$ cat src/rtl/fcb_csr_arb.sv
// Two-requester round-robin arbiter onto an APB-style CSR bus; done pulse 3 cycles after grant at best, requests wait while busy.
// Optional ACCESS watchdog is built only when FCB_CSR_ARB_TIMEOUT_EN is defined (limit set by TIMEOUT_CYCLES).
module fcb_csr_arb #(
    parameter int unsigned TIMEOUT_CYCLES = 256
) (
    input  logic        FCB_CLK,
    input  logic        FCB_RST_N,
    input  logic        req0_valid,
    input  logic        req0_write,
    input  logic [31:0] req0_addr,
    input  logic [31:0] req0_wdata,
    output logic        req0_done,
    output logic        req0_err,
    input  logic        req1_valid,
    input  logic        req1_write,
    input  logic [31:0] req1_addr,
    input  logic [31:0] req1_wdata,
    output logic        req1_done,
    output logic        req1_err,
    output logic [31:0] rd_data,
    output logic        csr_psel,
    output logic        csr_penable,
    output logic        csr_pwrite,
    output logic [31:0] csr_paddr,
    output logic [31:0] csr_pwdata,
    input  logic        csr_pready,
    input  logic        csr_pslverr,
    input  logic [31:0] csr_prdata,
    output logic        busy
);

    typedef enum logic [1:0] {
        S_IDLE   = 2'd0,
        S_SETUP  = 2'd1,
        S_ACCESS = 2'd2,
        S_DONE   = 2'd3
    } state_t;

    state_t      r_state;
    state_t      w_state_nxt;
    logic        r_last_gnt;
    logic        r_gnt;
    logic        r_write;
    logic [31:0] r_addr;
    logic [31:0] r_wdata;
    logic [31:0] r_rdata;
    logic        r_err;
    logic        w_any_req;
    logic        w_gnt;
    logic        w_tmo;

`ifdef FCB_CSR_ARB_TIMEOUT_EN
    localparam logic [15:0] TMO_LAST = 16'(TIMEOUT_CYCLES - 1);

    // Counts completed ACCESS cycles; the last allowed cycle is TIMEOUT_CYCLES.
    logic [15:0] r_tmo_cnt;

    always_ff @(posedge FCB_CLK or negedge FCB_RST_N) begin
        if (!FCB_RST_N) begin
            r_tmo_cnt <= 16'd0;
        end else if (r_state == S_SETUP) begin
            r_tmo_cnt <= 16'd0;
        end else if (r_state == S_ACCESS) begin
            r_tmo_cnt <= r_tmo_cnt + 16'd1;
        end
    end

    assign w_tmo = (r_state == S_ACCESS) && (r_tmo_cnt == TMO_LAST);
`else
    logic w_unused_tmo_cfg;
    assign w_unused_tmo_cfg = (TIMEOUT_CYCLES != 0);
    assign w_tmo            = 1'b0;
`endif

    always_comb begin
        w_any_req = req0_valid | req1_valid;
        w_gnt     = 1'b0;
        if (req0_valid && req1_valid) begin
            w_gnt = ~r_last_gnt;
        end else if (req1_valid) begin
            w_gnt = 1'b1;
        end
    end

    always_comb begin
        w_state_nxt = r_state;
        case (r_state)
            S_IDLE:   if (w_any_req) w_state_nxt = S_SETUP;
            S_SETUP:  w_state_nxt = S_ACCESS;
            S_ACCESS: if (csr_pready || w_tmo) w_state_nxt = S_DONE;
            S_DONE:   w_state_nxt = S_IDLE;
            default:  w_state_nxt = S_IDLE;
        endcase
    end

    always_ff @(posedge FCB_CLK or negedge FCB_RST_N) begin
        if (!FCB_RST_N) begin
            r_state <= S_IDLE;
        end else begin
            r_state <= w_state_nxt;
        end
    end

    always_ff @(posedge FCB_CLK or negedge FCB_RST_N) begin
        if (!FCB_RST_N) begin
            r_last_gnt <= 1'b1;
            r_gnt      <= 1'b0;
            r_write    <= 1'b0;
            r_addr     <= 32'd0;
            r_wdata    <= 32'd0;
            r_rdata    <= 32'd0;
            r_err      <= 1'b0;
        end else begin
            case (r_state)
                S_IDLE: begin
                    if (w_any_req) begin
                        r_gnt      <= w_gnt;
                        r_last_gnt <= w_gnt;
                        r_write    <= w_gnt ? req1_write : req0_write;
                        r_addr     <= w_gnt ? req1_addr  : req0_addr;
                        r_wdata    <= w_gnt ? req1_wdata : req0_wdata;
                    end
                end
                S_ACCESS: begin
                    // A real completion wins over a timeout on the same cycle.
                    if (csr_pready) begin
                        r_err <= csr_pslverr;
                        if (!r_write) begin
                            r_rdata <= csr_prdata;
                        end
                    end else if (w_tmo) begin
                        r_err   <= 1'b1;
                        r_rdata <= 32'd0;
                    end
                end
                default: begin
                end
            endcase
        end
    end

    assign csr_psel    = (r_state == S_SETUP) || (r_state == S_ACCESS);
    assign csr_penable = (r_state == S_ACCESS);
    assign csr_pwrite  = r_write;
    assign csr_paddr   = r_addr;
    assign csr_pwdata  = r_wdata;
    assign busy        = (r_state != S_IDLE);
    assign req0_done   = (r_state == S_DONE) && !r_gnt;
    assign req1_done   = (r_state == S_DONE) &&  r_gnt;
    assign req0_err    = req0_done && r_err;
    assign req1_err    = req1_done && r_err;
    assign rd_data     = r_rdata;

endmodule

$ cat config.mk
export PLATFORM = sky130hd
export DESIGN_NAME = fcb_csr_arb
export DESIGN_NICKNAME = d
export VERILOG_FILES = /design/src/rtl/fcb_csr_arb.sv
export SDC_FILE = /design/constraint.sdc
export NUM_CORES = 1
export LEC_CHECK = 0
export BUFFER_PORTS_ARGS = -buffer_cell sky130_fd_sc_hd__buf_4
export CORE_UTILIZATION = 39
export DETAILED_ROUTE_END_ITERATION = 7
export PLACE_DENSITY = 0.88
export SKIP_LAST_GASP = 1
export SLEW_MARGIN = 20
export SYNTH_ARGS = -nofsm -noshare
export SYNTH_HDL_FRONTEND = slang
export SYNTH_SLANG_ARGS = --single-unit
$ cat constraint.sdc
create_clock -name FCB_CLK -period 1.5 [get_ports FCB_CLK]
set_input_delay 0.3 -clock FCB_CLK [delete_from_list [all_inputs] [get_ports FCB_CLK]]
set_output_delay 0.3 -clock FCB_CLK [all_outputs]
set_load 0.03 [all_outputs]
==> results of run 1 <==
==> power groups by stage <==
stage | Sequential [W] | Clock, W | Combinational [W]
final | 0.00524 | 0.00214 | 0.0121
after global placement | 0.00498 | 0 | 0.00929
after floorplan | 0.00755 | 0 | 0.00325
after global routing | 0.00542 | 0.00228 | 0.0128
after CTS | 0.00503 | 0.00218 | 0.0106
after detailed placement | 0.00503 | 0 | 0.00952
==> through the flow <==
stage               instances  util, %  cell area [um^2]  setup WS (ps)  power (W)
finish                    897     71.8              8170           -216     0.0195
global route              897     71.8              8170           -258     0.0205
CTS                       881     65.6              7460           -213     0.0178
detailed placement        853     60.2              6840           -108     0.0145
global placement          853     60.2              6840          -50.2     0.0143
floorplan                 452        -              4580          -54.9     0.0108
==> area by class of cell <==
| cell class | instances | share of cell area, % |
|---|---|---|
| Multi-Input combinational cell | 314 | 28.6 |
| Tap cell | 143 | 2.19 |
| Clock inverter | 4 | 0.291 |
| Timing Repair Buffer | 318 | 34.6 |
| Sequential cell | 102 | 31.3 |
| Clock buffer | 12 | 2.90 |
| Inverter | 4 | 0.184 |
==> sequential cells by signal, indices dropped and copies added (netlist names) <==
name / count
csr_paddr: 32
csr_pwdata: 32
csr_pwrite: 1
r_err: 1
r_gnt: 1
r_last_gnt: 1
r_state: 2
rd_data: 32
==> layout by cell type (no fill, tap or decap), types with 5 or more instances in the layout <==
cell type / netlist / layout
a21oi_2: 0 / 47
buf_12: 0 / 12
buf_16: 0 / 5
a21oi_1: 131 / 76
nand2_1: 67 / 66
nor2_4: 0 / 20
mux2_4: 30 / 31
clkbuf_16: 0 / 15
nor2_2: 0 / 14
nor2_1: 65 / 31
buf_4: 6 / 275
buf_6: 3 / 18
a21oi_4: 0 / 8
dfrtp_1: 101 / 100
==> layer usage <==
metal	up-vias	GRT usage (%)	part of all wire (%)
met5	-	0	0
met4	0	10.3	3.4
met3	49	7.41	9.7
met2	242	40.4	51
met1	2263	27.2	36
li1	2114	-	-
==> worst paths after layout <==
kind	startpoint	endpoint	slack [ps]	cells after the start
worst max-delay path	r_state[0]	req0_err	-220	5
worst min-delay path	FCB_RST_N	rd_data[26]	-40	2
worst max register to register	r_state[0]	csr_paddr[25]	-190	10
worst min register to register	rd_data[6]	rd_data[6]	510	1
max in group asynchronous	FCB_RST_N	r_state[1]	970	2
min in group FCB_CLK	csr_prdata[16]	rd_data[16]	180	2
==> cell families after synthesis <==
logic type      count (synthesis)  share of synthesized area [%]
compound gates                139                           15.7
flops                         102                           56.2
fa+ha+maj                       4                           1.10
mux                            34                           10.9
simple gates                  137                           11.6
buf+inv                        36                           4.46
==> cells in the mapped netlist (all sizes together) <==
master  count  area share, %
and2        2           0.28
inv         4           0.33
nor2       65            5.4
dfstp       1           0.58
or2         1           0.14
o32a        1           0.22
a21bo       1           0.22
o21ai       2           0.22
buf        27            3.7
dfrtp     101             56
and3        1           0.14
ha          4            1.1
clkbuf      5           0.41
nor2b       1           0.14
o21a        1           0.17
a21oi     131             14
nand2      67            5.5
a31oi       1           0.14
a21boi      1           0.17
mux2       34             11
o22a        1           0.19
==> repair_timing <==
action,4_1_cts,5_1_grt
hold buffers,0,0
buffers inserted,6,10
resized for setup,35,133
gates cloned,6,9
hold endpoints to repair,0,0
setup endpoints to repair,50,106
pin swaps,10,42
==> out/results.ini, run 1 <==
[outcome]
status=finished, violations left
violations=hold timing, setup timing

[hold_path]
min_path_type=input port to async pin

[layout]
fin_nets=921
fill_cells=767
multi_input_area_mm2=0.00233
drive_gt1_share_pct=62.6
antenna_cells=0
regArea_mm2=0.00255
areaGrowthSynthToFinish_pct=79.7

[sta]
rsz0062_at_grt=true
fmaxAchievable_ghz=0.583
tns_ps=-13000
min_period_ps=1720
drv_slew=0
relSlewSlack_pct=59.2
worstMarginPinSlew_ps=611
fin_hold_ws_ps=-39.1
finalClockSkew_ps=8.48
fin_ws_ps=-216
hold_viol=19
fin_crit_sh_pct=114
setup_viol_count_final=106

[synthesis]
seq_area_frac_synth_pct=56.2
syn_area_per_cell_um2=10.1
synth_area_mm2=0.00454
synth.ff_latch_count=102
yosysWarnings=0
synth_fp_nets=624
synthCells=452
synth_cell_types=26

[die]
die_h_um=110
std_cell_rows=39
fp.dieArea_mm2=0.0121
die_w_um=110
ioPinCount=272
start_util_pct=40.0
core_mm2=0.0114

[worst_setup_path]
worst_setup_path_end_kind=output port
worstPathArrival_ps=1420
slowest_stage=dfrtp_1
path_buf_inv=2
critPathMostFrequentCell=buf_6
worstSetupStartpointType=flip-flop
required_ps=1200
worstPathCellList=buf_6, ha_4, nor2b_4, and2_4, buf_6
cp_top_family=flip-flops
max_stage_delay_ps=400
crit_type=flip-flop to output port
crit_fanout=3

[placed_design]
hpwl_um=10000
place_congestion=0.738
portBuffers=271

[global_route]
grt_overflow=0
grt_usage_pct=23.7
grt_pass1_wl_um=21300
grt_pass1_vias=4363
grt_max_degree=103
antenna_found_initial=0

[clocking]
clock_sinks=102
clkLatencyLatePin_ps=340
clock_path_buffers=2
numCtsBuffers=9
path_clk_slew_ps=70
cts_root_buf=clkbuf_16
tritoncts=built
htree_levels=3

[power_and_ir_drop]
combPwrFrac_pct=62.2
p_switching_w=0.00867
ir_drop_v=0.00144
p_int_w=0.0108
p_leak_nw=3.94
sw_frac_of_total_pct=44.5
p_clk_share_pct=11.0
seqPwrFrac_pct=26.9
power_density_mw_per_mm2=2390

[drt]
totalWireLength_um=17600
ant_nets=0
vias=4668
first_pass_iters=4
routedWlPerCell_um=19.6
drt_iter0_markers=247
route.detailed.drc=0
via_per_inst=5.20

[flow_run]
max_cap_viol_count=0

No activity file was read; power rests on OpenSTA's default activity.
==> run 2: changes to the inputs <==
--- a/config.mk
+++ b/config.mk
@@ -9,6 +9,7 @@
 export CORE_UTILIZATION = 39
 export DETAILED_ROUTE_END_ITERATION = 7
 export PLACE_DENSITY = 0.88
+export RECOVER_POWER = 25
 export SKIP_LAST_GASP = 1
 export SLEW_MARGIN = 20
 export SYNTH_ARGS = -nofsm -noshare
==> out/results.ini, run 2 (synthesis gave the netlist of run 1 again) <==
[worst_setup_path]
worstSetupStartpointType=flip-flop
critPathMostFrequentCell=buf_6
worst_setup_path_end_kind=output port
crit_fanout=3  ; unchanged
cp_top_family=flip-flops
regToRegStartpoint=r_state[0]
setup.worst_path.start=r_state[0]
reg2reg_to=csr_paddr[25]
path_buf_inv=2  ; unchanged
crit_end=req0_err
worstPathCellList=buf_6, ha_4, nor2b_4, and2_4, buf_6
max_stage_delay_ps=400  ; about the same
r2r_setup_slack_ps=-190  ; about the same
slowest_stage=dfrtp_1
reg2reg_depth=10  ; unchanged
crit_type=flip-flop to output port
worstSetupPathDepth=5  ; unchanged
required_ps=1200  ; about the same
worstPathArrival_ps=1420  ; about the same

[sta]
rsz0062_at_grt=true
hold_viol=0  ; -19
fin_crit_sh_pct=114  ; about the same
drv_slew=0  ; unchanged
worstMarginPinSlew_ps=1440  ; +826 ps
tns_ps=-13070  ; -67.1 ps
min_period_ps=1720  ; +0.0700 ps
finalClockSkew_ps=8.39  ; -0.0866 ps
setup_viol_count_final=106  ; unchanged
fin_ws_ps=-216  ; -0.0700 ps
relSlewSlack_pct=4.16  ; -55 points
fmaxAchievable_ghz=0.583  ; about the same

[global_route]
met2_usage_pct=40.4  ; unchanged
met3_usage_pct=7.41  ; unchanged
grt_pass1_vias=4363  ; unchanged
grt_max_degree=103  ; unchanged
grt_overflow=0  ; unchanged
antenna_found_initial=0  ; unchanged
grt_pass1_wl_um=21300  ; unchanged
met1_usage_pct=27.2  ; unchanged
grt_usage_pct=23.7  ; unchanged
grt_busiest_layer=met2

[drt]
vias=4650  ; -0.39%
ant_nets=0  ; unchanged
first_pass_iters=4  ; unchanged
routedWlPerCell_um=19.6  ; about the same
totalWireLength_um=17600  ; about the same
via_per_inst=5.18  ; -0.39%
route.detailed.drc=0  ; unchanged
drt_iter0_markers=249  ; +0.81%

[layout]
fin_nets=921  ; unchanged
antenna_cells=0  ; unchanged
final_common_cell=buf_4
final_core_util_pct=71.7  ; -0.11 points
fill_cells=769  ; +0.26%
drive_gt1_share_pct=62.6  ; unchanged
areaGrowthSynthToFinish_pct=79.5
final_cell_mix=274 x buf_4, 100 x dfrtp_1, 76 x a21oi_1, 66 x nand2_1, 47 x a21oi_2

[placed_design]
portBuffers=271  ; unchanged
hpwl_um=10000  ; unchanged
place_congestion=0.738  ; unchanged

[power_and_ir_drop]
p_leak_nw=3.94  ; -0.13%
power_w=0.0195  ; about the same
power_density_mw_per_mm2=2390  ; +0.12%
ir_drop_v=0.00144  ; about the same

[die]
ioPinCount=272  ; unchanged
die_h_um=110  ; unchanged
core_mm2=0.0114  ; unchanged
fp.dieArea_mm2=0.0121  ; unchanged
start_util_pct=40.0  ; unchanged
die_w_um=110  ; unchanged
std_cell_rows=39  ; unchanged

[clocking]
numCtsBuffers=9  ; unchanged
cts_root_buf=clkbuf_16
clkLatencyLatePin_ps=340  ; about the same
htree_levels=3  ; unchanged
clock_path_buffers=2  ; unchanged
path_clk_slew_ps=70  ; about the same
clock_sinks=102  ; unchanged
tritoncts=built

[outcome]
status=finished, violations left
violations=setup timing

[flow_run]
max_cap_viol_count=0  ; unchanged

[hold_path]
min_path_type=input port to flip-flop

==> run 2: how the worst min path moves through the flow <==
stage,end,depth (start not counted),from
finish,rd_data[16],2,csr_prdata[16]
global route,rd_data[14],2,csr_prdata[14]
CTS,rd_data[19],2,FCB_RST_N
detailed placement,rd_data[26],2,FCB_RST_N
global placement,rd_data[15],2,FCB_RST_N
floorplan,csr_paddr[0],0,FCB_RST_N
==> run 2: power by group <==
part	switching (W)	internal [W]
Combinational	0.00659	0.00552
Sequential	0.00107	0.00418
Clock	0.00101	0.00112
Total	0.00867	0.0108
==> run 2: through the flow <==
| stage | cell area [um^2] | std cells | hold WS (ps) | setup WS [ps] |
|---|---|---|---|---|
| finish | 8160 | 897 | 184 | -216 |
| global route | 8160 | 897 | 169 | -258 |
| CTS | 7460 | 881 | 48.0 | -213 |
| detailed placement | 6840 | 853 | 419 | -108 |
| global placement | 6840 | 853 | 409 | -50.2 |
| floorplan | 4580 | 452 | 4.41 | -54.9 |
==> run 2: worst reg2reg max path, stage by stage (launching register included) <==
cell and delay, ps:
dfrtp_1 400, inv_2 90, buf_6 110, ha_4 150, buf_6 100, buf_6 90, o21ai_4 100, buf_6 150
buf_8 130, a21oi_1 170, a21oi_1 90
==> run 2: routing by layer <==
layer / vias up / part of all wire, % / wire length (um)
met5: - / 0 / 0
met4: 0 / 3.4 / 596
met3: 49 / 9.6 / 1680
met2: 232 / 51 / 8940
met1: 2255 / 36 / 6340
li1: 2114 / - / -
==> run 2: final cells by class <==
type                            count  area, um^2  share of cell area (%)
Tap cell                          143         179                    2.19
Clock inverter                      4        23.8                   0.292
Multi-Input combinational cell    314        2330                    28.6
Inverter                            4        15.0                   0.184
Sequential cell                   102        2550                    31.3
Timing Repair Buffer              318        2810                    34.5
Clock buffer                       12         236                    2.90
==> run 2: repair_timing <==
action,in CTS,in global routing
cloned,6,9
hold buffers,0,0
pin swaps,10,42
gates resized for setup,35,133
buffers inserted,6,10
setup endpoints to repair,50,106
